--- src/rtl/mem_access_pkg.sv ---
// mem_access_pkg: shared state encoding, strobe width masks, trap codes, commit bundle and alignment helpers
package mem_access_pkg;
  typedef enum logic [1:0] {IDLE, RD, WR} state_t;
  localparam logic [3:0] STRB_BYTE = 4'b0001;
  localparam logic [3:0] STRB_HALF = 4'b0011;
  localparam logic [3:0] STRB_WORD = 4'b1111;
  localparam logic [3:0] EXC_LD_MISALIGN = 4'd4;
  localparam logic [3:0] EXC_LD_FAULT = 4'd5;
  localparam logic [3:0] EXC_ST_MISALIGN = 4'd6;
  localparam logic [3:0] EXC_ST_FAULT = 4'd7;
  typedef struct packed {
    logic        valid;
    logic [31:0] pc;
    logic        reg_w_en;
    logic [4:0]  reg_w_rd;
    logic [31:0] reg_w_data;
    logic        csr_w_en;
    logic [11:0] csr_w_addr;
    logic [31:0] csr_w_data;
    logic        jmp_do;
    logic [31:0] jmp_pc;
    logic        chmode_do;
    logic [1:0]  chmode_to;
    logic        exc_en;
    logic [3:0]  exc_code;
    logic [31:0] exc_pc;
  } wb_t;
  function automatic logic [3:0] norm_strb(input logic [3:0] s);
    return (s == STRB_BYTE || s == STRB_HALF) ? s : STRB_WORD;
  endfunction
  function automatic logic misaligned(input logic [3:0] w, input logic [1:0] lo);
    return (w == STRB_HALF && lo == 2'd3) || (w == STRB_WORD && lo != 2'd0);
  endfunction
endpackage

--- src/rtl/mem_access_load_align.sv ---
// load_align: extracts the addressed byte/half/word lane from rdata and zero- or sign-extends it to 32 bits
module load_align
  import mem_access_pkg::*;
(
  input  logic [31:0] rdata,
  input  logic [1:0]  addr,
  input  logic [3:0]  strb,
  input  logic        is_signed,
  output logic [31:0] data
);
  logic [31:0] s;
  assign s = rdata >> {addr, 3'b000};
  assign data = strb == STRB_BYTE ? {{24{is_signed & s[7]}}, s[7:0]} :
                strb == STRB_HALF ? {{16{is_signed & s[15]}}, s[15:0]} : s;
endmodule

--- src/rtl/mem_access.sv ---
// mem_access: cushion bundle in, req/ack data bus for loads/stores, registered WB_* commit bundle out, MMU_WAIT stall back upstream
module mem_access
  import mem_access_pkg::*;
#(
  parameter logic [31:0] TIMEOUT = 32'd256
) (
  input  logic        CLK,
  input  logic        RST_N,
  input  logic        FLUSH,
  output logic        MMU_WAIT,
  input  logic        CUSHION_VALID,
  input  logic [31:0] CUSHION_PC,
  input  logic        CUSHION_REG_W_EN,
  input  logic [4:0]  CUSHION_REG_W_RD,
  input  logic [31:0] CUSHION_REG_W_DATA,
  input  logic        CUSHION_CSR_W_EN,
  input  logic [11:0] CUSHION_CSR_W_ADDR,
  input  logic [31:0] CUSHION_CSR_W_DATA,
  input  logic        CUSHION_MEM_R_EN,
  input  logic [4:0]  CUSHION_MEM_R_RD,
  input  logic [31:0] CUSHION_MEM_R_ADDR,
  input  logic [3:0]  CUSHION_MEM_R_STRB,
  input  logic        CUSHION_MEM_R_SIGNED,
  input  logic        CUSHION_MEM_W_EN,
  input  logic [31:0] CUSHION_MEM_W_ADDR,
  input  logic [3:0]  CUSHION_MEM_W_STRB,
  input  logic [31:0] CUSHION_MEM_W_DATA,
  input  logic        CUSHION_JMP_DO,
  input  logic [31:0] CUSHION_JMP_PC,
  input  logic        CUSHION_CHMODE_DO,
  input  logic [1:0]  CUSHION_CHMODE_TO,
  input  logic        CUSHION_EXC_EN,
  input  logic [3:0]  CUSHION_EXC_CODE,
  output logic        MEM_REQ,
  output logic        MEM_WE,
  output logic [31:0] MEM_ADDR,
  output logic [3:0]  MEM_STRB,
  output logic [31:0] MEM_WDATA,
  input  logic        MEM_ACK,
  input  logic [31:0] MEM_RDATA,
  input  logic        MEM_FAULT,
  output logic        WB_VALID,
  output logic [31:0] WB_PC,
  output logic        WB_REG_W_EN,
  output logic [4:0]  WB_REG_W_RD,
  output logic [31:0] WB_REG_W_DATA,
  output logic        WB_CSR_W_EN,
  output logic [11:0] WB_CSR_W_ADDR,
  output logic [31:0] WB_CSR_W_DATA,
  output logic        WB_JMP_DO,
  output logic [31:0] WB_JMP_PC,
  output logic        WB_CHMODE_DO,
  output logic [1:0]  WB_CHMODE_TO,
  output logic        WB_EXC_EN,
  output logic [3:0]  WB_EXC_CODE,
  output logic [31:0] WB_EXC_PC
);
  state_t state, state_n;
  wb_t wb, wb_n;
  logic [31:0] cnt, pc_q, a, ld_data;
  logic [4:0] ld_rd;
  logic [3:0] wid, w;
  logic [1:0] lo;
  logic ld, sgn, pend, ld_in, mem_op, mis, trap, start, busy, to, done, bad;
  assign ld_in = CUSHION_MEM_R_EN;
  assign mem_op = CUSHION_MEM_R_EN | CUSHION_MEM_W_EN;
  assign a = ld_in ? CUSHION_MEM_R_ADDR : CUSHION_MEM_W_ADDR;
  assign w = norm_strb(ld_in ? CUSHION_MEM_R_STRB : CUSHION_MEM_W_STRB);
  assign mis = mem_op & misaligned(w, a[1:0]);
  assign trap = CUSHION_EXC_EN | mis;
  assign busy = state != IDLE;
  assign start = RST_N & !busy & CUSHION_VALID & !trap & mem_op & !FLUSH;
  assign to = TIMEOUT != 32'd0 && cnt == TIMEOUT;
  assign done = busy & (MEM_ACK | to);
  assign bad = MEM_ACK ? MEM_FAULT : 1'b1;
  assign MMU_WAIT = start | (busy & !done);
  load_align u_align (.rdata(MEM_RDATA), .addr(lo), .strb(wid), .is_signed(sgn), .data(ld_data));
  always_comb begin
    state_n = state;
    if (start) state_n = ld_in ? RD : WR;
    else if (done) state_n = IDLE;
  end
  always_comb begin
    wb_n = '0;
    if (!busy && CUSHION_VALID && !FLUSH && !start) begin
      wb_n.valid = 1'b1;
      wb_n.pc = CUSHION_PC;
      wb_n.reg_w_en = CUSHION_REG_W_EN & !trap;
      wb_n.reg_w_rd = CUSHION_REG_W_RD;
      wb_n.reg_w_data = CUSHION_REG_W_DATA;
      wb_n.csr_w_en = CUSHION_CSR_W_EN & !trap;
      wb_n.csr_w_addr = CUSHION_CSR_W_ADDR;
      wb_n.csr_w_data = CUSHION_CSR_W_DATA;
      wb_n.jmp_do = CUSHION_JMP_DO & !trap;
      wb_n.jmp_pc = CUSHION_JMP_PC;
      wb_n.chmode_do = CUSHION_CHMODE_DO & !trap;
      wb_n.chmode_to = CUSHION_CHMODE_TO;
      wb_n.exc_en = trap;
      wb_n.exc_code = !trap ? 4'd0 : CUSHION_EXC_EN ? CUSHION_EXC_CODE : ld_in ? EXC_LD_MISALIGN : EXC_ST_MISALIGN;
      wb_n.exc_pc = trap ? CUSHION_PC : 32'd0;
    end else if (done && !pend && !FLUSH) begin
      wb_n.valid = 1'b1;
      wb_n.pc = pc_q;
      wb_n.reg_w_en = ld & !bad;
      wb_n.reg_w_rd = (ld & !bad) ? ld_rd : 5'd0;
      wb_n.reg_w_data = (ld & !bad) ? ld_data : 32'd0;
      wb_n.exc_en = bad;
      wb_n.exc_code = !bad ? 4'd0 : ld ? EXC_LD_FAULT : EXC_ST_FAULT;
      wb_n.exc_pc = bad ? pc_q : 32'd0;
    end
  end
  always_ff @(posedge CLK) begin
    if (!RST_N) begin
      state <= IDLE;
      wb <= '0;
      cnt <= '0;
      pend <= 1'b0;
      {MEM_REQ, MEM_WE, MEM_ADDR, MEM_STRB, MEM_WDATA} <= '0;
      {ld, ld_rd, lo, wid, sgn, pc_q} <= '0;
    end else begin
      state <= state_n;
      wb <= wb_n;
      cnt <= start ? 32'd0 : (busy && !done && cnt != '1) ? cnt + 32'd1 : cnt;
      pend <= busy & !done & (pend | FLUSH);
      if (start) begin
        MEM_REQ <= 1'b1;
        MEM_WE <= !ld_in;
        MEM_ADDR <= {a[31:2], 2'b00};
        MEM_STRB <= w << a[1:0];
        MEM_WDATA <= ld_in ? 32'd0 : CUSHION_MEM_W_DATA << {a[1:0], 3'b000};
        ld <= ld_in;
        ld_rd <= CUSHION_MEM_R_RD;
        lo <= a[1:0];
        wid <= w;
        sgn <= CUSHION_MEM_R_SIGNED;
        pc_q <= CUSHION_PC;
      end else if (done) begin
        {MEM_REQ, MEM_WE, MEM_ADDR, MEM_STRB, MEM_WDATA} <= '0;
      end
    end
  end
  assign WB_VALID = wb.valid;
  assign WB_PC = wb.pc;
  assign WB_REG_W_EN = wb.reg_w_en;
  assign WB_REG_W_RD = wb.reg_w_rd;
  assign WB_REG_W_DATA = wb.reg_w_data;
  assign WB_CSR_W_EN = wb.csr_w_en;
  assign WB_CSR_W_ADDR = wb.csr_w_addr;
  assign WB_CSR_W_DATA = wb.csr_w_data;
  assign WB_JMP_DO = wb.jmp_do;
  assign WB_JMP_PC = wb.jmp_pc;
  assign WB_CHMODE_DO = wb.chmode_do;
  assign WB_CHMODE_TO = wb.chmode_to;
  assign WB_EXC_EN = wb.exc_en;
  assign WB_EXC_CODE = wb.exc_code;
  assign WB_EXC_PC = wb.exc_pc;
endmodule

--- config.mk ---
export PLATFORM = sky130hd
export DESIGN_NAME = mem_access
export DESIGN_NICKNAME = d
export VERILOG_FILES = /design/src/rtl/mem_access_pkg.sv /design/src/rtl/mem_access_load_align.sv /design/src/rtl/mem_access.sv
export SDC_FILE = /design/constraint.sdc
export NUM_CORES = 1
export LEC_CHECK = 0
export ABC_AREA = 1
export CORE_AREA = 2 2 218 220
export CTS_CLUSTER_SIZE = 20
export DETAILED_ROUTE_END_ITERATION = 6
export DIE_AREA = 0 0 220 222
export SYNTH_ARGS = -nofsm -noshare
export SYNTH_HDL_FRONTEND = slang
export SYNTH_SLANG_ARGS = --single-unit
--- constraint.sdc ---
create_clock -name CLK -period 3.55 [get_ports CLK]
set_input_delay 0.5325 -clock CLK [delete_from_list [all_inputs] [get_ports CLK]]
set_output_delay 0.5325 -clock CLK [all_outputs]
set_load 0.1 [all_outputs]
==> impl_metrics.prom <==
# TYPE chip_impl_metric gauge
chip_impl_info{name="status",value="complete, no violations"} 1
chip_impl_metric{name="number_of_global_route_vias_before_repair",unit=""} 14630
chip_impl_metric{name="cts_inserted_buffers",unit=""} 40
chip_impl_metric{name="count_of_flip_flops_with_a_built_in_enable_after_synthesis",unit=""} 0
chip_impl_metric{name="floorplan.io_pins",unit=""} 566
chip_impl_info{name="hold_path_origin",value="pc_q[30]"} 1
chip_impl_info{name="top_cells_by_area_in_the_synthesized_netlist",value="sky130_fd_sc_hd__dfxtp_1, sky130_fd_sc_hd__nand2_1, sky130_fd_sc_hd__nand3_1, sky130_fd_sc_hd__nor2_1, sky130_fd_sc_hd__a21oi_1"} 1
chip_impl_metric{name="die_area",unit="µm²"} 48840
chip_impl_info{name="critical_path.cell_chain",value="inv_1, ha_1, nand2_1, nor2_1, nand2_1, nor2_1, nand2_1, nand3_1, nand2_1, buf_12"} 1
chip_impl_metric{name="die_x",unit="µm"} 220
chip_impl_info{name="crit_path_end_kind",value="primary output"} 1
chip_impl_info{name="cp_slowest_cell",value="sky130_fd_sc_hd__dfxtp_1"} 1
chip_impl_metric{name="fp.dieH",unit="µm"} 222
chip_impl_metric{name="cellLeakagePower",unit="nW"} 8.850
chip_impl_metric{name="final_layout_size_suffix_gt1_share",unit="%"} 5.046
chip_impl_metric{name="gp_congestion",unit=""} 0.8887
chip_impl_metric{name="flow.area_growth_from_synthesis",unit="%"} 52.04
chip_impl_metric{name="pwr-share-clk",unit="%"} 44.1
chip_impl_metric{name="ys_async_sr_fraction",unit="%"} 0
chip_impl_metric{name="remaining_design_rule_violation_count",unit=""} 0
chip_impl_metric{name="max_h_tree_level",unit=""} 2
chip_impl_metric{name="antenna_violating_nets_post_route",unit=""} 0
chip_impl_metric{name="synth.ff_latch_count",unit=""} 336
chip_impl_info{name="startpoint_kind_of_the_worst_setup_timing_path",value="register"} 1
chip_impl_metric{name="grt_use_total",unit="%"} 23.03
chip_impl_info{name="rr_startpoint",value="cnt[0]"} 1
chip_impl_metric{name="vdd.ir_drop.worst",unit="mV"} 0.3083
chip_impl_info{name="synth_top_cells_by_count",value="sky130_fd_sc_hd__nand2_1, sky130_fd_sc_hd__dfxtp_1, sky130_fd_sc_hd__nand3_1, sky130_fd_sc_hd__nor2_1, sky130_fd_sc_hd__inv_1"} 1
chip_impl_info{name="worstSetupStartpoint",value="cnt[0]"} 1
chip_impl_metric{name="cp.arrival",unit="ns"} 2.36
chip_impl_info{name="cts_root_buffer_type",value="sky130_fd_sc_hd__clkbuf_16"} 1
chip_impl_metric{name="hpwlAfterDp",unit="µm"} 42990
chip_impl_metric{name="cts.reportedPaths.clkPinSlew",unit="ns"} 0.06
chip_impl_metric{name="timing.critical_path.buf_inv",unit=""} 2
chip_impl_metric{name="dr_total_vias",unit=""} 15290
chip_impl_metric{name="switching_share",unit="%"} 28.03
chip_impl_metric{name="final.min_clock_period",unit="ns"} 2.894
chip_impl_metric{name="cts_resized",unit=""} 0
chip_impl_metric{name="max_stage_delay",unit="ns"} 0.33
chip_impl_info{name="worstHoldPathType",value="register to register"} 1
chip_impl_metric{name="power.density",unit="nW/µm²"} 440.4
chip_impl_metric{name="synth_top_cell_area_share",unit="%"} 46.94
chip_impl_metric{name="globalRoute.totalOverflow",unit=""} 0
chip_impl_info{name="unrepaired_setup_endpoints_after_global_routing",value="no"} 1
chip_impl_metric{name="achievable-frequency",unit="MHz"} 345.6
chip_impl_info{name="synth_ff_type",value="sky130_fd_sc_hd__dfxtp_1"} 1
chip_impl_metric{name="1st_pass_router_iterations",unit=""} 5
chip_impl_metric{name="antenna_found_initial",unit=""} 10
chip_impl_metric{name="final_hold_viol_count",unit=""} 0
chip_impl_metric{name="worst_case_setup_slack_after_placement",unit="ns"} 0.6198
chip_impl_metric{name="num_rows",unit=""} 79
chip_impl_metric{name="routed_wirelength",unit="µm"} 58330
chip_impl_metric{name="setup_violations",unit=""} 0
chip_impl_metric{name="netSwitchingPower",unit="mW"} 2.690
chip_impl_metric{name="instance_count_after_placement_with_tap_cells_included",unit=""} 3151
chip_impl_metric{name="wl_per_cell",unit="µm"} 18.08
chip_impl_metric{name="post_synth_instance_area",unit="µm²"} 14330
chip_impl_metric{name="synth_area_per_cell",unit="µm²"} 6.880
chip_impl_metric{name="largest_net_degree_at_the_start_of_global_routing",unit=""} 113
chip_impl_metric{name="yosysWarningCount",unit=""} 0
chip_impl_metric{name="route.detailed.vias_per_inst",unit=""} 4.737
chip_impl_metric{name="initial_utilization",unit="%"} 30.98
chip_impl_info{name="cell_seen_most_often_among_critical_path_stages",value="sky130_fd_sc_hd__nand2_1"} 1
chip_impl_metric{name="max-slew-margin-rel",unit="%"} 25.61
chip_impl_metric{name="netlist_instances",unit=""} 2083
chip_impl_metric{name="max-clock-path-buffers",unit=""} 3
chip_impl_metric{name="yosysSeqAreaShare",unit="%"} 46.94
chip_impl_metric{name="finish.cell_count_without_fillers",unit=""} 3227
chip_impl_metric{name="grt_pass1_wl",unit="µm"} 86680
chip_impl_info{name="critical_path_class",value="register to primary output"} 1
chip_impl_metric{name="slew_viol_final",unit=""} 0
chip_impl_metric{name="detail_route.iter0.violations",unit=""} 1010
chip_impl_metric{name="number_of_buffers_inserted_by_hold_repair_at_cts",unit=""} 0
chip_impl_info{name="synth_top_area_cell",value="sky130_fd_sc_hd__dfxtp_1"} 1
chip_impl_metric{name="seq_power_share",unit="%"} 40.4
chip_impl_metric{name="final_critical_path_setup_slack",unit="ns"} 0.6562
chip_impl_metric{name="area_of_the_core",unit="µm²"} 46260
chip_impl_metric{name="cts_num_sinks",unit=""} 336
chip_impl_metric{name="internal_power",unit="mW"} 6.905
chip_impl_metric{name="cp.required",unit="ns"} 3.02
chip_impl_info{name="count_leader_synth",value="sky130_fd_sc_hd__nand2_1"} 1
chip_impl_metric{name="post_synth_num_cell_types",unit=""} 35
chip_impl_info{name="cts_tree",value="done"} 1
chip_impl_info{name="path_delay_family",value="simple AND/OR/NAND/NOR gates"} 1
chip_impl_metric{name="cp_max_fo",unit=""} 4
chip_impl_metric{name="fin_hold_ws",unit="ns"} 0.4554
chip_impl_metric{name="post_cts_buffers",unit=""} 0
chip_impl_metric{name="setup-tns-final",unit="ns"} 0
chip_impl_metric{name="timing.final.crit_share",unit="%"} 81.52
chip_impl_metric{name="placement.io_buffers",unit=""} 563
chip_impl_metric{name="design.final.nets",unit=""} 2894
chip_impl_metric{name="share_comb_of_total_power",unit="%"} 15.6
chip_impl_metric{name="clk-insertion-delay-late",unit="ns"} 0.57
chip_impl_metric{name="fin_skew",unit="ns"} 0.02738
chip_impl_metric{name="max_slew.worst_pin.slew",unit="ns"} 1.112
chip_impl_metric{name="drv_cap",unit=""} 0
==> kinds of logic after synthesis <==
kind of cell | after synthesis | share of synthesized area, %
AND/OR/NAND/NOR | 1120 | 32.15
flip-flops | 336 | 46.94
buffers and inverters | 329 | 9.446
AO/OA/AOI/OAI | 271 | 9.804
XOR/XNOR | 24 | 1.467
adder cells (fa/ha/maj) | 2 | 0.1746
other | 1 | 0.02617
==> power by group through the flow <==
stage	Clock [mW]	Combinational [mW]	Sequential, mW
after floorplan	0	0.381	4.42
after global placement	0	1.49	3.96
after detailed placement	0	1.49	3.96
after CTS	4.33	1.50	3.88
after global routing	4.47	1.58	3.88
final	4.23	1.49	3.88
==> layout by cell type (no fill, tap or decap), types with 17 or more instances in the layout <==
cell / instances
sky130_fd_sc_hd__xor2_1: 21
sky130_fd_sc_hd__inv_1: 184
sky130_fd_sc_hd__clkdlybuf4s50_1: 548
sky130_fd_sc_hd__clkbuf_16: 41
sky130_fd_sc_hd__a21oi_1: 150
sky130_fd_sc_hd__nor2_1: 208
sky130_fd_sc_hd__nand2_1: 639
sky130_fd_sc_hd__buf_4: 44
sky130_fd_sc_hd__nand3_1: 220
sky130_fd_sc_hd__o21ai_0: 101
sky130_fd_sc_hd__nand4_1: 17
sky130_fd_sc_hd__dfxtp_1: 336
==> worst paths after layout <==
kind,end,slack (ns),cells after the start
worst max register to register,WB_REG_W_RD[0],0.69,14
worst min register to register,WB_PC[30],0.46,2
worst min-delay path,WB_PC[30],0.46,2
worst max-delay path,MMU_WAIT,0.66,10
==> worst reg2reg max path, delay by kind of cell (launching register included) <==
kind / cells / cell delay [ns]
compound gates: 1 / 0.20
fa+ha+maj: 1 / 0.23
buf+inv: 4 / 1.03
flops: 1 / 0.33
simple gates: 8 / 1.00
==> layer usage <==
metal  share of wire, %  GRT usage, %  routed length [µm]
met1                 38         25.61               22250
met4                2.8         8.097                1661
met3                9.0         6.914                5243
met5               0.13             0                  78
met2                 50         41.16               29100
==> final cells by class <==
cell class                 instances  area [µm²]
fill                            4640       24470
sequential                       336        6726
multi-input combinational       1419        6277
timing repair buffer             599        5941
clock buffer                      56        1162
tap                              607       759.5
inverter                         190       716.9
clock inverter                    16       196.4
antenna                            4       10.01
==> flip-flops by register name (all words and copies together) (netlist names), 32 cells and up <==
name and count:
WB_JMP_PC 32, WB_CSR_W_DATA 32, MEM_WDATA 32, pc_q 32
WB_EXC_PC 32, cnt 32, WB_PC 32, WB_REG_W_DATA 32
==> through the flow <==
step	cell area [µm²]	power (mW)	utilization, %
global route	21780	9.928	47.09
global placement	20420	5.446	44.14
finish	21790	9.595	47.10
CTS	21780	9.704	47.08
floorplan	14340	4.803	-
detailed placement	20420	5.451	44.14
Power figures use the tool's default switching activity.
